### config.mk
export PLATFORM = sky130hd
export DESIGN_NAME = note_tone_generator
export DESIGN_NICKNAME = d
export VERILOG_FILES = /design/src/rtl/sass_tone_pkg.sv /design/src/rtl/tone_phase_acc.sv /design/src/rtl/note_tone_generator.sv
export SDC_FILE = /design/constraint.sdc
export NUM_CORES = 1
export LEC_CHECK = 0
export ABC_AREA = 1
export BUFFER_PORTS_ARGS = -buffer_cell sky130_fd_sc_hd__buf_4
export CAP_MARGIN = 5
export CORE_MARGIN = 5
export CORE_UTILIZATION = 55
export CTS_CLUSTER_SIZE = 8
export DETAILED_ROUTE_END_ITERATION = 16
export MAX_ROUTING_LAYER = met4
export PLACE_DENSITY = 0.76
export SLEW_MARGIN = 20
export SYNTH_ARGS = -nofsm -noshare
export SYNTH_HDL_FRONTEND = slang
export SYNTH_SLANG_ARGS = --single-unit
### constraint.sdc
create_clock -name clk -period 2.1 [get_ports clk]
set_input_delay 0.42 -clock clk [delete_from_list [all_inputs] [get_ports clk]]
set_output_delay 0.42 -clock clk [all_outputs]
set_load 0.05 [all_outputs]
### src/rtl/sass_tone_pkg.sv
// Shared note codes, phase increments and FSM state type for the sequencer tone path.
package sass_tone_pkg;

  localparam int ACC_W = 16;

  typedef enum logic [3:0] {
    OFF   = 4'd0,
    lowC  = 4'd1,
    Cs4   = 4'd2,
    D4    = 4'd3,
    Ds4   = 4'd4,
    E4    = 4'd5,
    F4    = 4'd6,
    Fs4   = 4'd7,
    G4    = 4'd8,
    Gs4   = 4'd9,
    A4    = 4'd10,
    As4   = 4'd11,
    B4    = 4'd12,
    highC = 4'd13
  } note_e;

  typedef enum logic {
    IDLE = 1'b0,
    PLAY = 1'b1
  } tone_state_e;

  function automatic logic note_valid(input logic [3:0] code);
    return (code >= 4'd1) && (code <= 4'd13);
  endfunction

  // round(f * 65536 / 10000) for the 10 kHz clock
  function automatic logic [ACC_W-1:0] inc_of(input logic [3:0] code);
    logic [ACC_W-1:0] inc;
    case (code)
      4'd1:    inc = 16'd1715;
      4'd2:    inc = 16'd1817;
      4'd3:    inc = 16'd1925;
      4'd4:    inc = 16'd2039;
      4'd5:    inc = 16'd2160;
      4'd6:    inc = 16'd2289;
      4'd7:    inc = 16'd2425;
      4'd8:    inc = 16'd2569;
      4'd9:    inc = 16'd2722;
      4'd10:   inc = 16'd2884;
      4'd11:   inc = 16'd3055;
      4'd12:   inc = 16'd3237;
      4'd13:   inc = 16'd3429;
      default: inc = 16'd0;
    endcase
    return inc;
  endfunction

endpackage

### src/rtl/tone_phase_acc.sv
// Wrapping phase accumulator; the MSB is the square-wave output.
module tone_phase_acc
  import sass_tone_pkg::*;
(
  input  logic             clk_i,
  input  logic             clr_i,
  input  logic             en_i,
  input  logic [ACC_W-1:0] inc_i,
  output logic             msb_o
);

  logic [ACC_W-1:0] acc_q;
  logic [ACC_W-1:0] acc_d;

  always_comb begin
    acc_d = acc_q;
    if (clr_i) begin
      acc_d = '0;
    end else if (en_i) begin
      acc_d = acc_q + inc_i;
    end
  end

  always_ff @(posedge clk_i) begin
    acc_q <= acc_d;
  end

  assign msb_o = acc_q[ACC_W-1];

endmodule

### src/rtl/note_tone_generator.sv
// Note latch / hold FSM driving a phase accumulator into a square-wave tone.
// Define TONE_SUSTAIN_EN to keep a note sounding for SUSTAIN_CYCLES after its last code.
module note_tone_generator
  import sass_tone_pkg::*;
#(
  parameter int unsigned SUSTAIN_CYCLES = 2500
) (
  input  logic       clk,
  input  logic       rst,
  input  logic       enable,
  input  logic [3:0] note_in,
  output logic       tone_out,
  output logic       active,
  output logic [3:0] cur_note
);

  if ((SUSTAIN_CYCLES < 1) || (SUSTAIN_CYCLES > 65535)) begin : g_bad_sustain
    $error("SUSTAIN_CYCLES must be in 1..65535");
  end

  tone_state_e state_q, state_d;
  logic [3:0]  note_q, note_d;
  logic        acc_clr;
  logic        acc_en;
  logic        valid;

`ifdef TONE_SUSTAIN_EN
  localparam logic [15:0] HOLD_RELOAD = 16'(SUSTAIN_CYCLES - 1);
  logic [15:0] hold_q, hold_d;
`endif

  assign valid = note_valid(note_in);

  always_comb begin
    state_d = state_q;
    note_d  = note_q;
    acc_clr = 1'b0;
    acc_en  = 1'b0;
`ifdef TONE_SUSTAIN_EN
    hold_d  = hold_q;
`endif
    if (!enable) begin
      state_d = IDLE;
      note_d  = 4'd0;
      acc_clr = 1'b1;
`ifdef TONE_SUSTAIN_EN
      hold_d  = '0;
`endif
    end else if (valid && ((state_q == IDLE) || (note_in != note_q))) begin
      // New note: restart the phase so every note begins on a low half-cycle
      state_d = PLAY;
      note_d  = note_in;
      acc_clr = 1'b1;
`ifdef TONE_SUSTAIN_EN
      hold_d  = HOLD_RELOAD;
`endif
    end else if (valid) begin
      acc_en = 1'b1;
`ifdef TONE_SUSTAIN_EN
      hold_d = HOLD_RELOAD;
`endif
    end else if (state_q == PLAY) begin
`ifdef TONE_SUSTAIN_EN
      if (hold_q == 16'd0) begin
        state_d = IDLE;
        note_d  = 4'd0;
        acc_clr = 1'b1;
      end else begin
        hold_d = hold_q - 16'd1;
        acc_en = 1'b1;
      end
`else
      state_d = IDLE;
      note_d  = 4'd0;
      acc_clr = 1'b1;
`endif
    end
  end

  always_ff @(posedge clk) begin
    if (rst) begin
      state_q <= IDLE;
      note_q  <= 4'd0;
`ifdef TONE_SUSTAIN_EN
      hold_q  <= '0;
`endif
    end else begin
      state_q <= state_d;
      note_q  <= note_d;
`ifdef TONE_SUSTAIN_EN
      hold_q  <= hold_d;
`endif
    end
  end

  tone_phase_acc u_acc (
    .clk_i (clk),
    .clr_i (rst | acc_clr),
    .en_i  (acc_en),
    .inc_i (inc_of(note_q)),
    .msb_o (tone_out)
  );

  assign active   = (state_q == PLAY);
  assign cur_note = note_q;

endmodule

==> impl_results.md, run 1 <==
- Worst-Skew Late Latency: 290 ps
- Vias: 2004
- Hold_ws: 414.8 ps
- Layout cells sized above 1: 18.37%
- RSZ-0062 raised after global routing: no
- Routed len/inst: 12.72 um
- CP most frequent cell: nand2_1
- Mux cell area share after synthesis: 0%
- NumNets Final: 358
- CTS Buf Count: 5
- Slew Limit Headroom: 76.94%
- GRT Total Usage: 20.55%
- Clock sinks: 33
- Synth Area in Compound Gates: 12.45%
- Full die area: 5303 um2
- TritonRoute pass-1 iters: 4
- Netlist cell types: 30
- # DRC: 0
- Post-Synthesis Net Count: 333
- MaxCap Viol Count: 0
- CP Launch Type: register
- Synth Area per Inst: 7.094 um2
- Antenna-violating nets left: 0
- CTS Root Cell: clkbuf_8
- Detailed Route WL: 4835 um
- Setup slack at placement: -19.14 ps
- Yosys top cell area share: 30.43%
- Bufs on Longest Clock Path: 2
- CTS clock-pin slew for the worst setup and hold paths: 70 ps
- Worst vdd ir: 0.2876 mV
- Vias in the first global route: 1902
- Num rows: 22
- Post-route non-filler standard cell count: 380
- Final Slew Violations: 0
- Pwr Density: 587.3 nW/um2
- Count of final setup violators: 0
- FILL cells: 333
- Sequential share of the synthesized area: 30.43%
- Crit. End Element: register
- Hold Path Class: input pin to register
- Chip Width: 72.83 um
- Initial antenna violation count: 0
- Largest net degree at the start of global routing: 13
- Setup slack after layout: 176.6 ps
- Initial core utilization: 57.99%
- Gp weighted congestion: 0.8990
- Post-Synth XOR/XNOR Area: 4.438%
- Arr. time, crit path: 2150 ps
- Die Span Y: 72.83 um
- Synth area leader: dfxtp_1
- Skew final: 7.830 ps
- Max stage delay cell, worst path: fa_1
- Required time worst endpoint: 2330 ps
- Top Ports: 13
- Final Hold Vio Count: 0
- Post-layout minimum cycle time: 1923 ps
- Fmax: 0.5199 GHz
- Design Power: 1.469 mW
- CTS tree: yes
- CP bufs+invs: 2
- Synth warn: 0
- Maximum fanout along the worst path: 3
- Pleak: 1.215 nW
- Status: completed
- Syn Std Cell Area: 2171 um2
- Vias per cell: 5.274
- Port Buffers: 12
- Crit-path max cell delay: 400 ps
- Critical path class: register to register
- GRT overflow: 0
- Post-Place Cells: 372
- Core box area: 3744 um2
- Number of synthesized register bits: 33
- Synth Area in Adders: 11.87%
- Layout area overhead: 15.22%
- Slew @ Worst Pin: 345.1 ps
- DP HPWL: 3743 um
- Crit-path cells: ha_1 -> inv_1 -> fa_1 -> inv_1 -> nand3_1 -> nand2_1 -> nand2_1 -> nand2_2 -> nand3_1 -> nand2_1 -> nand2_1 -> nand2_1 -> nand2_1 -> a21oi_1
- Cell count after synthesis: 306
- Fin crit share: 91.59%
- Post-synthesis simple-gate area fraction: 33.54%
- Antenna diode count: 0
- First-pass GRT wire length: 8314 um
- H-tree depth: 2
- DRT iter0 DRCs: 119
- Combinational family with the most area after synthesis: simple AND/OR/NAND/NOR gates
- Synth area leaders: dfxtp_1 (30%), nand2_1 (16%), ha_1 (11%), a21oi_1 (6.5%), nand3_1 (6.2%)
- Delay-heaviest family, CP: simple AND/OR/NAND/NOR gates
[synthesized netlist by cell type, drive strengths merged]
library cell   n
nor3           2
dfxtp         33
o21ai         18
a31oi          1
fa             1
buf            4
xor2           6
a21oi         28
xnor2          5
or2            2
nand3         29
nand2         98
o21a           1
o22ai          1
nor2          20
nand4          5
inv           32
a211oi         1
ha            19
[routing by layer]
metal  part of all wire [%]  track usage (%)  wire length, um
met1                     43            23.10             2055
met4                    2.7            8.811              129
met5                      0                -                0
met2                     51            35.07             2453
met3                    4.1            4.270              197
[cell families after synthesis]
logic type / Yosys count
and+or+nand+nor: 156
AOI/OAI and AO/OA: 50
buffers and inverters: 36
DFF: 33
adders and majority gates: 20
xor gates and xnor gates: 11
[per-stage QoR]
step                instance area (um2)  TNS (ps)  utilization (%)
detailed placement                 2385    -37.61            63.70
finish                             2501         0            66.81
global placement                   2385    -5.622            63.70
floorplan                          2185         0                -
global route                       2501         0            66.81
CTS                                2496         0            66.68
[timing repair]
item / CTS / global route
hold buffers: 0 / 0
setup buffers: 0 / 0
resized for setup: 0 / 2
endpoints found under the hold margin: 0 / 0
setup endpoints to repair: 0 / 3
[registers in the layout, summed over array words and instances (netlist names)]
name / flops
u_acc.acc_q: 16
u_acc.inc_i: 12
cur_note: 4
active: 1
[where the power goes]
part	switching, mW	internal [mW]	total, mW
sequential	0.0161	0.652	0.668
clock	0.241	0.339	0.580
combinational	0.140	0.0810	0.221
total	0.397	1.07	1.47
[cell type report]
cell class / count / area [um2] / share of cell area, %
Sequential cell: 33 / 674.4 / 26.96
Inverter: 32 / 120.1 / 4.802
Clock buffer: 8 / 111.4 / 4.452
Multi-Input combinational cell: 237 / 1358 / 54.28
Timing Repair Buffer: 22 / 177.7 / 7.104
Tap cell: 48 / 60.06 / 2.401
[path summary, 6_finish.rpt]
kind | startpoint | to | slack [ps] | cells after the start
setup / recovery | u_acc.acc_q[0]$_SDFFE_PP0P_ | u_acc.acc_q[14]$_SDFFE_PP0P_ | 180 | 14
hold / removal | note_in[1] | cur_note[1]$_SDFFE_PP0N_ | 410 | 3
setup reg to reg | u_acc.acc_q[0]$_SDFFE_PP0P_ | u_acc.acc_q[14]$_SDFFE_PP0P_ | 180 | 14
hold reg to reg | u_acc.acc_q[0]$_SDFFE_PP0P_ | u_acc.acc_q[0]$_SDFFE_PP0P_ | 470 | 2
[worst reg2reg max path, stage by stage (launching register included)]
cell	delay (ps)
dfxtp_1	340
ha_1	170
inv_1	60
fa_1	400
inv_1	100
nand3_1	70
nand2_1	110
nand2_1	80
nand2_2	100
nand3_1	110
nand2_1	90
nand2_1	50
nand2_1	50
nand2_1	50
a21oi_1	110
[layout by cell type, fill, tap and decap left out]
cell / count
inv_2: 8
xor2_1: 6
xnor2_1: 5
ha_1: 19
nand2_8: 1
nor2_4: 1
fa_1: 1
buf_4: 21
nand3_4: 2
a21oi_1: 28
inv_1: 24
a211oi_2: 1
o21a_1: 1
a31oi_1: 1
or2_1: 1
o22ai_1: 1
dfxtp_2: 2
o21ai_1: 8
nor2_2: 3
buf_12: 1
nor2_1: 16
dfxtp_4: 3
o21ai_0: 8
nand3_1: 27
o21ai_2: 2
clkbuf_8: 6
nand4_4: 1
nor3_1: 2
clkbuf_1: 1
dfxtp_1: 28
nand2_2: 8
or2_0: 1
clkbuf_16: 1
nand2_1: 89
nand4_1: 4
(Power assumes the default switching activity.)
==> run 2: changes to the inputs <==
--- a/config.mk
+++ b/config.mk
@@ -9,11 +9,10 @@
 export BUFFER_PORTS_ARGS = -buffer_cell sky130_fd_sc_hd__buf_4
 export CAP_MARGIN = 5
 export CORE_MARGIN = 5
-export CORE_UTILIZATION = 55
+export CORE_UTILIZATION = 30
 export CTS_CLUSTER_SIZE = 8
 export DETAILED_ROUTE_END_ITERATION = 16
 export MAX_ROUTING_LAYER = met4
-export PLACE_DENSITY = 0.76
 export SLEW_MARGIN = 20
 export SYNTH_ARGS = -nofsm -noshare
 export SYNTH_HDL_FRONTEND = slang
==> run 2 against run 1 <==
Effect of this change:
- register-to-register slack better by 20 ps
- hold slack worse by 22 ps
- first-iteration DRC count down 50%
- sequential power about the same
- critical path type unchanged
- critical endpoint is now u_acc.inc_i[0]$_DFF_P_
- largest cell class unchanged
==> impl_results.md, run 2 (synthesized netlist as in run 1, its figures left out) <==
- Status: completed (unchanged)
- Met3 usage: 2.210% (was 4.270%)
- H-tree depth: 2 (unchanged)
- Post-route non-filler standard cell count: 432 (was 380)
- Most frequent cells in the layout: nand2_1 (89), a21oi_1 (28), dfxtp_1 (28) (unchanged)
- Max reg flops: 16 (unchanged)
- First-pass GRT wire length: 8576 um (was 8314 um)
- TritonRoute pass-1 iters: 6 (was 4)
- Antenna diode count: 0 (unchanged)
- Initial core utilization: 30.42% (was 57.99%)
- Worst R2R Path Depth: 15 (was 14)
- P_sw: 0.4150 mW (was 0.3974 mW)
- Port Buffers: 12 (unchanged)
- Met2 GRT Util: 20.23% (was 35.07%)
- Met1 Use GR: 14.58% (was 23.10%)
- RSZ-0062 raised after global routing: no (unchanged)
- Flop pwr share: 44.5% (was 45.5%)
- Commonest non-fill, non-tap cell in the layout: nand2_1 (unchanged)
- Arr. time, crit path: 2150 ps (about the same)
- Vias per cell: 4.477 (was 5.274)
- Top Ports: 13 (unchanged)
- Setup slack, reg-to-reg: 190 ps (was 180 ps)
- Maximum fanout along the worst path: 8 (was 3)
- P_int: 1.084 mW (was 1.072 mW)
- CP Launch Type: register (unchanged)
- Full die area: 9037 um2 (was 5303 um2)
- Slew Limit Headroom: 73.36% (was 76.94%)
- Gp weighted congestion: 0.8541 (was 0.8990)
- Vias: 1934 (was 2004)
- Hold Path Class: input pin to register (unchanged)
- Fin crit share: 90.78% (was 91.59%)
- Required time worst endpoint: 2340 ps (was 2330 ps)
- DP Area: 2456 um2 (was 2385 um2)
- CTS Root Cell: clkbuf_8 (unchanged)
- Reg2reg start: cur_note[0]$_SDFFE_PP0N_ (was u_acc.acc_q[0]$_SDFFE_PP0P_)
- Count of final setup violators: 0 (unchanged)
- CTS tree: yes (unchanged)
- Post-Place Cells: 424 (was 372)
- Pleak: 1.220 nW (was 1.215 nW)
- Post-layout minimum cycle time: 1906 ps (was 1923 ps)
- Combinational power share: 14.9% (was 15.1%)
- Clk pwr share: 40.5% (was 39.5%)
- Skew final: 4.787 ps (was 7.830 ps)
- Worst-Skew Late Latency: 300 ps (was 290 ps)
- Clock sinks: 33 (unchanged)
- GRT Total Usage: 12.27% (was 20.55%)
- FILL cells: 774 (was 333)
- Layout area overhead: 18.91% (was 15.22%)
- CTS clock-pin slew for the worst setup and hold paths: 70 ps (about the same)
- Fin area: 2581 um2 (was 2501 um2)
- Crit. End Element: register (unchanged)
- Design Power: 1.499 mW (was 1.469 mW)
- GRT Max-Usage Layer: met2 (unchanged)
- DRT iter0 DRCs: 59 (was 119)
- Final Slew Violations: 0 (unchanged)
- Chip Width: 95.07 um (was 72.83 um)
- MaxCap Viol Count: 0 (unchanged)
- Core box area: 7137 um2 (was 3744 um2)
- Switching Fraction: 27.69% (was 27.06%)
- Fmax: 0.5245 GHz (was 0.5199 GHz)
- Setup slack at placement: -50.50 ps (was -19.14 ps)
- Slew @ Worst Pin: 395.4 ps (was 345.1 ps)
- TNS Setup: 0 ps (unchanged)
- CTS Buf Count: 5 (unchanged)
- Pwr Density: 580.6 nW/um2 (was 587.3 nW/um2)
- Bufs on Longest Clock Path: 2 (unchanged)
- GRT overflow: 0 (unchanged)
- Critical path class: register to register (unchanged)
- Largest net degree at the start of global routing: 13 (unchanged)
- Final Hold Vio Count: 0 (unchanged)
- Setup slack after layout: 193.6 ps (was 176.6 ps)
- Hold Crit Start: note_in[1] (unchanged)
- Layout cells sized above 1: 19.22% (was 18.37%)
- DP HPWL: 3714 um (was 3743 um)
- Worst Hold End: cur_note[1]$_SDFFE_PP0N_ (unchanged)
- Largest Register: u_acc.acc_q (unchanged)
- WHS Path Cells: 3 (unchanged)
- NumNets Final: 359 (was 358)
- Detailed Route WL: 4847 um (was 4835 um)
- Die Span Y: 95.07 um (was 72.83 um)
- Initial antenna violation count: 0 (unchanged)
- Routed len/inst: 11.22 um (was 12.72 um)
- Vias in the first global route: 1942 (was 1902)
- FF-to-FF End: u_acc.inc_i[0]$_DFF_P_ (was u_acc.acc_q[14]$_SDFFE_PP0P_)
- Worst vdd ir: 0.2477 mV (was 0.2876 mV)
- Antenna-violating nets left: 0 (unchanged)
- # DRC: 0 (unchanged)
- Num rows: 31 (was 22)
-- run 2: final cells by class --
class	count	area (um2)	area share, %
Tap cell	99	123.9	4.799
Clock buffer	5	68.82	2.666
Inverter	32	120.1	4.653
Timing Repair Buffer	23	185.2	7.174
Multi-Input combinational cell	237	1368	52.98
Clock inverter	3	41.29	1.600
Sequential cell	33	674.4	26.13
-- run 2: power groups by stage --
stage,logic (mW),registers (mW),clock network [mW]
final,0.224,0.667,0.608
after global routing,0.254,0.670,0.634
after floorplan,0.146,0.692,0
after detailed placement,0.220,0.681,0
after global placement,0.219,0.682,0
after CTS,0.222,0.667,0.617
-- run 2: critical path, stage by stage (launching register included) --
cell and delay [ps]:
dfxtp_4 370, inv_2 50, nand2_1 60, nand2_1 60, nor2_2 120, nand3_4 130, nand2_8 110, nand3_4 70
o21ai_2 140, inv_1 90, ha_1 270, inv_1 80, nand3_1 100, nand2_1 80, nand2_1 40, nand2_1 70
-- run 2: how the worst max path moves through the flow --
stage | depth (start not counted) | to | startpoint | slack, ps
finish | 15 | u_acc.inc_i[0]$_DFF_P_ | cur_note[0]$_SDFFE_PP0N_ | 190
global route | 15 | u_acc.inc_i[0]$_DFF_P_ | cur_note[0]$_SDFFE_PP0N_ | 7
CTS | 12 | u_acc.inc_i[0]$_DFF_P_ | cur_note[2]$_SDFFE_PP0N_ | 120
detailed placement | 13 | u_acc.inc_i[0]$_DFF_P_ | note_in[2] | -50
global placement | 15 | u_acc.inc_i[0]$_DFF_P_ | note_in[1] | 30
floorplan | 12 | u_acc.inc_i[0]$_DFF_P_ | cur_note[2]$_SDFFE_PP0N_ | 20
-- run 2: metal layers --
metal | share of wire [%] | routed length [um] | vias to the layer above
li1 | - | - | 1054
met1 | 48 | 2314 | 857
met2 | 48 | 2328 | 12
met3 | 2.2 | 107 | 11
met4 | 2.0 | 97 | 0
met5 | 0 | 0 | -
-- run 2: through the flow --
step,utilization [%],hold slack [ps]
after global routing,36.17,432.1
final,36.17,392.4
after CTS,35.96,397.9
after detailed placement,34.41,469.4
after global placement,34.41,455.2
after floorplan,-,449.7
-- run 2: what timing repair did --
action,in CTS,in global routing
endpoints found under the setup margin,0,3
hold endpoints to repair,0,0
hold buffers,0,0
resized for setup,0,4
buffers inserted,0,0
==> run 3: changes to the inputs <==
==> constraint.sdc (replaced) <==
create_clock -name clk -period 2.3 [get_ports clk]
set_input_delay 0.46 -clock clk [delete_from_list [all_inputs] [get_ports clk]]
set_output_delay 0.46 -clock clk [all_outputs]
set_load 0.05 [all_outputs]
==> run 3 against run 2 <==
Effect of this change:
- register-to-register slack improved by 30 ps
- die area stayed put
- maximum frequency is 8.2% lower
==> impl_results.md, run 3 (synthesized netlist as in run 1, its figures left out) <==
- Full die area: 9037 um2 (unchanged)
- Critical path class: register to register (unchanged)
- Hold buffer count at cts: 0 (unchanged)
- Design Power: 1.381 mW (was 1.499 mW)
- Antenna-violating nets left: 0 (unchanged)
- Worst vdd ir: 0.2204 mV (was 0.2477 mV)
- Status: completed (unchanged)
- First-pass GRT wire length: 8059 um (was 8576 um)
- FILL cells: 785 (was 774)
- Critical path capture point: u_acc.inc_i[0]$_DFF_P_ (unchanged)
- Core box area: 7137 um2 (unchanged)
- # DRC: 0 (unchanged)
- Initial core utilization: 30.42% (unchanged)
- Hold Path Class: input pin to register (unchanged)
- Fmax: 0.4817 GHz (was 0.5245 GHz)
- CTS Buf Count: 5 (unchanged)
- Vias per cell: 4.499 (was 4.477)
- Met2 GRT Util: 18.54% (was 20.23%)
- CTS clock-pin slew for the worst setup and hold paths: 70 ps (about the same)
- Most frequent cells in the layout: nand2_1 (91), dfxtp_1 (31), a21oi_1 (28) (was nand2_1 (89), a21oi_1 (28), dfxtp_1 (28))
- GRT Max-Usage Layer: met2 (unchanged)
- CTS Root Cell: clkbuf_8 (unchanged)
- Largest net degree at the start of global routing: 14 (was 13)
- Skew final: 5.669 ps (was 4.787 ps)
- TNS Setup: 0 ps (unchanged)
- Routed len/inst: 10.87 um (was 11.22 um)
- Die Span Y: 95.07 um (unchanged)
- Final Slew Violations: 0 (unchanged)
- Met3 usage: 2.131% (was 2.210%)
- Count of final setup violators: 0 (unchanged)
- Bufs on Longest Clock Path: 2 (unchanged)
- Worst-Skew Late Latency: 290 ps (was 300 ps)
- Reg2reg start: cur_note[1]$_SDFFE_PP0N_ (was cur_note[0]$_SDFFE_PP0N_)
- Max stage delay cell, worst path: dfxtp_1 (was dfxtp_4)
- CP most frequent cell: nand2_1 (unchanged)
- Maximum fanout along the worst path: 10 (was 8)
- Fin crit share: 90.26% (was 90.78%)
- Post-layout minimum cycle time: 2076 ps (was 1906 ps)
- Port Buffers: 12 (unchanged)
- Arr. time, crit path: 2310 ps (was 2150 ps)
- GRT overflow: 0 (unchanged)
- Vias in the first global route: 1827 (was 1942)
- Required time worst endpoint: 2540 ps (was 2340 ps)
- TritonRoute pass-1 iters: 6 (unchanged)
- Chip Width: 95.07 um (unchanged)
- Final Hold Vio Count: 0 (unchanged)
- Postcts setup bufs: 0 (unchanged)
- Slew Limit Headroom: 76.93% (was 73.36%)
- Crit-path cells: inv_1 -> nand2_1 -> nand2_1 -> nor2_2 -> nand3_4 -> nand2_8 -> nand3_1 -> nand2_1 -> nand2_1 -> ha_1 -> inv_1 -> nand3_1 -> nand2_1 -> nand2_1 -> nand2_1 (was inv_2 -> nand2_1 -> nand2_1 -> nor2_2 -> nand3_4 -> nand2_8 -> nand3_4 -> o21ai_2 -> inv_1 -> ha_1 -> inv_1 -> nand3_1 -> nand2_1 -> nand2_1 -> nand2_1)
- Final core utilization: 35.36% (was 36.17%)
- Initial antenna violation count: 0 (unchanged)
- RSZ-0062 raised after global routing: no (unchanged)
- Antenna diode count: 0 (unchanged)
- Layout area overhead: 16.25% (was 18.91%)
- Largest Register: u_acc.acc_q (unchanged)
- CTS tree: yes (unchanged)
- H-tree depth: 2 (unchanged)
- Post-route non-filler standard cell count: 427 (was 432)
- Post-CTS Resized: 0 (unchanged)
- Crit-path max cell delay: 410 ps (was 370 ps)
- Commonest non-fill, non-tap cell in the layout: nand2_1 (unchanged)
- Top Ports: 13 (unchanged)
- Pwr Density: 547.2 nW/um2 (was 580.6 nW/um2)
- Pleak: 1.195 nW (was 1.220 nW)
- DRT iter0 DRCs: 30 (was 59)
- Crit. End Element: register (unchanged)
- Vias: 1921 (was 1934)
- DP HPWL: 3665 um (was 3714 um)
- CP Launch Type: register (unchanged)
- Post-Place Cells: 419 (was 424)
- Met1 Use GR: 14.29% (was 14.58%)
- Setup slack, reg-to-reg: 220 ps (was 190 ps)
- Max reg flops: 16 (unchanged)
- Clock sinks: 33 (unchanged)
- GRT Total Usage: 11.68% (was 12.27%)
- NumNets Final: 354 (was 359)
- Critical Path Source: cur_note[1]$_SDFFE_PP0N_ (was cur_note[0]$_SDFFE_PP0N_)
- Slew @ Worst Pin: 345.2 ps (was 395.4 ps)
- Worst R2R Path Depth: 15 (unchanged)
- FF-to-FF End: u_acc.inc_i[0]$_DFF_P_ (unchanged)
- Detailed Route WL: 4641 um (was 4847 um)
- Num rows: 31 (unchanged)
- Gp weighted congestion: 0.8641 (was 0.8541)
- MaxCap Viol Count: 0 (unchanged)
- Layout cells sized above 1: 15.85% (was 19.22%)
## run 3: cell types whose count changed in the layout (fill, tap and decap cells not counted), sizes merged
cell | before | now
clkinv | 1 | 0
buf | 23 | 18
clkinvlp | 1 | 0
clkbuf | 5 | 7
## run 3: critical path: cells and delay by family (launching register included)
family / cells / cell delay, ps
simple gates: 12 / 1110
fa+ha+maj: 1 / 350
flops: 1 / 410
buf+inv: 2 / 160
## run 3: cell type report
type / count / area [um2] / share of cell area, %
clock buffers: 7 / 86.33 / 3.421
clock inverters: 1 / 30.03 / 1.190
inverters: 32 / 120.1 / 4.760
multi-input cells: 237 / 1353 / 53.59
flip-flops and latches: 33 / 663.1 / 26.28
well taps: 99 / 123.9 / 4.908
repair buffers: 18 / 147.6 / 5.850
## run 3: worst min-delay path by stage
stage,startpoint,cells past startpoint,endpoint,slack (ps)
after floorplan,u_acc.acc_q[0]$_SDFFE_PP0P_,2,u_acc.acc_q[0]$_SDFFE_PP0P_,450
after global placement,u_acc.acc_q[0]$_SDFFE_PP0P_,2,u_acc.acc_q[0]$_SDFFE_PP0P_,460
after detailed placement,u_acc.acc_q[3]$_SDFFE_PP0P_,2,u_acc.acc_q[3]$_SDFFE_PP0P_,470
after CTS,note_in[1],3,cur_note[1]$_SDFFE_PP0N_,440
after global routing,note_in[1],3,cur_note[1]$_SDFFE_PP0N_,490
final,note_in[1],3,cur_note[1]$_SDFFE_PP0N_,450
## run 3: per-layer routing
layer	vias up	part of all wire, %
li1	1039	-
met1	839	47
met2	33	46
met3	10	3.5
met4	0	2.6
met5	-	0
## run 3: report_power, final
group	internal (mW)	switching, mW
Combinational	0.0701	0.127
Clock	0.353	0.221
Sequential	0.597	0.0132
## run 3: per-stage QoR
| stage | instance area [um2] | hold slack (ps) | setup slack [ps] |
|---|---|---|---|
| after floorplan | 2173 | 449.7 | 2.814 |
| after global placement | 2407 | 458.1 | 125.9 |
| after detailed placement | 2407 | 465.0 | 89.43 |
| after CTS | 2524 | 435.0 | 237.6 |
| after global routing | 2524 | 493.6 | 59.09 |
| final | 2524 | 447.3 | 224.0 |
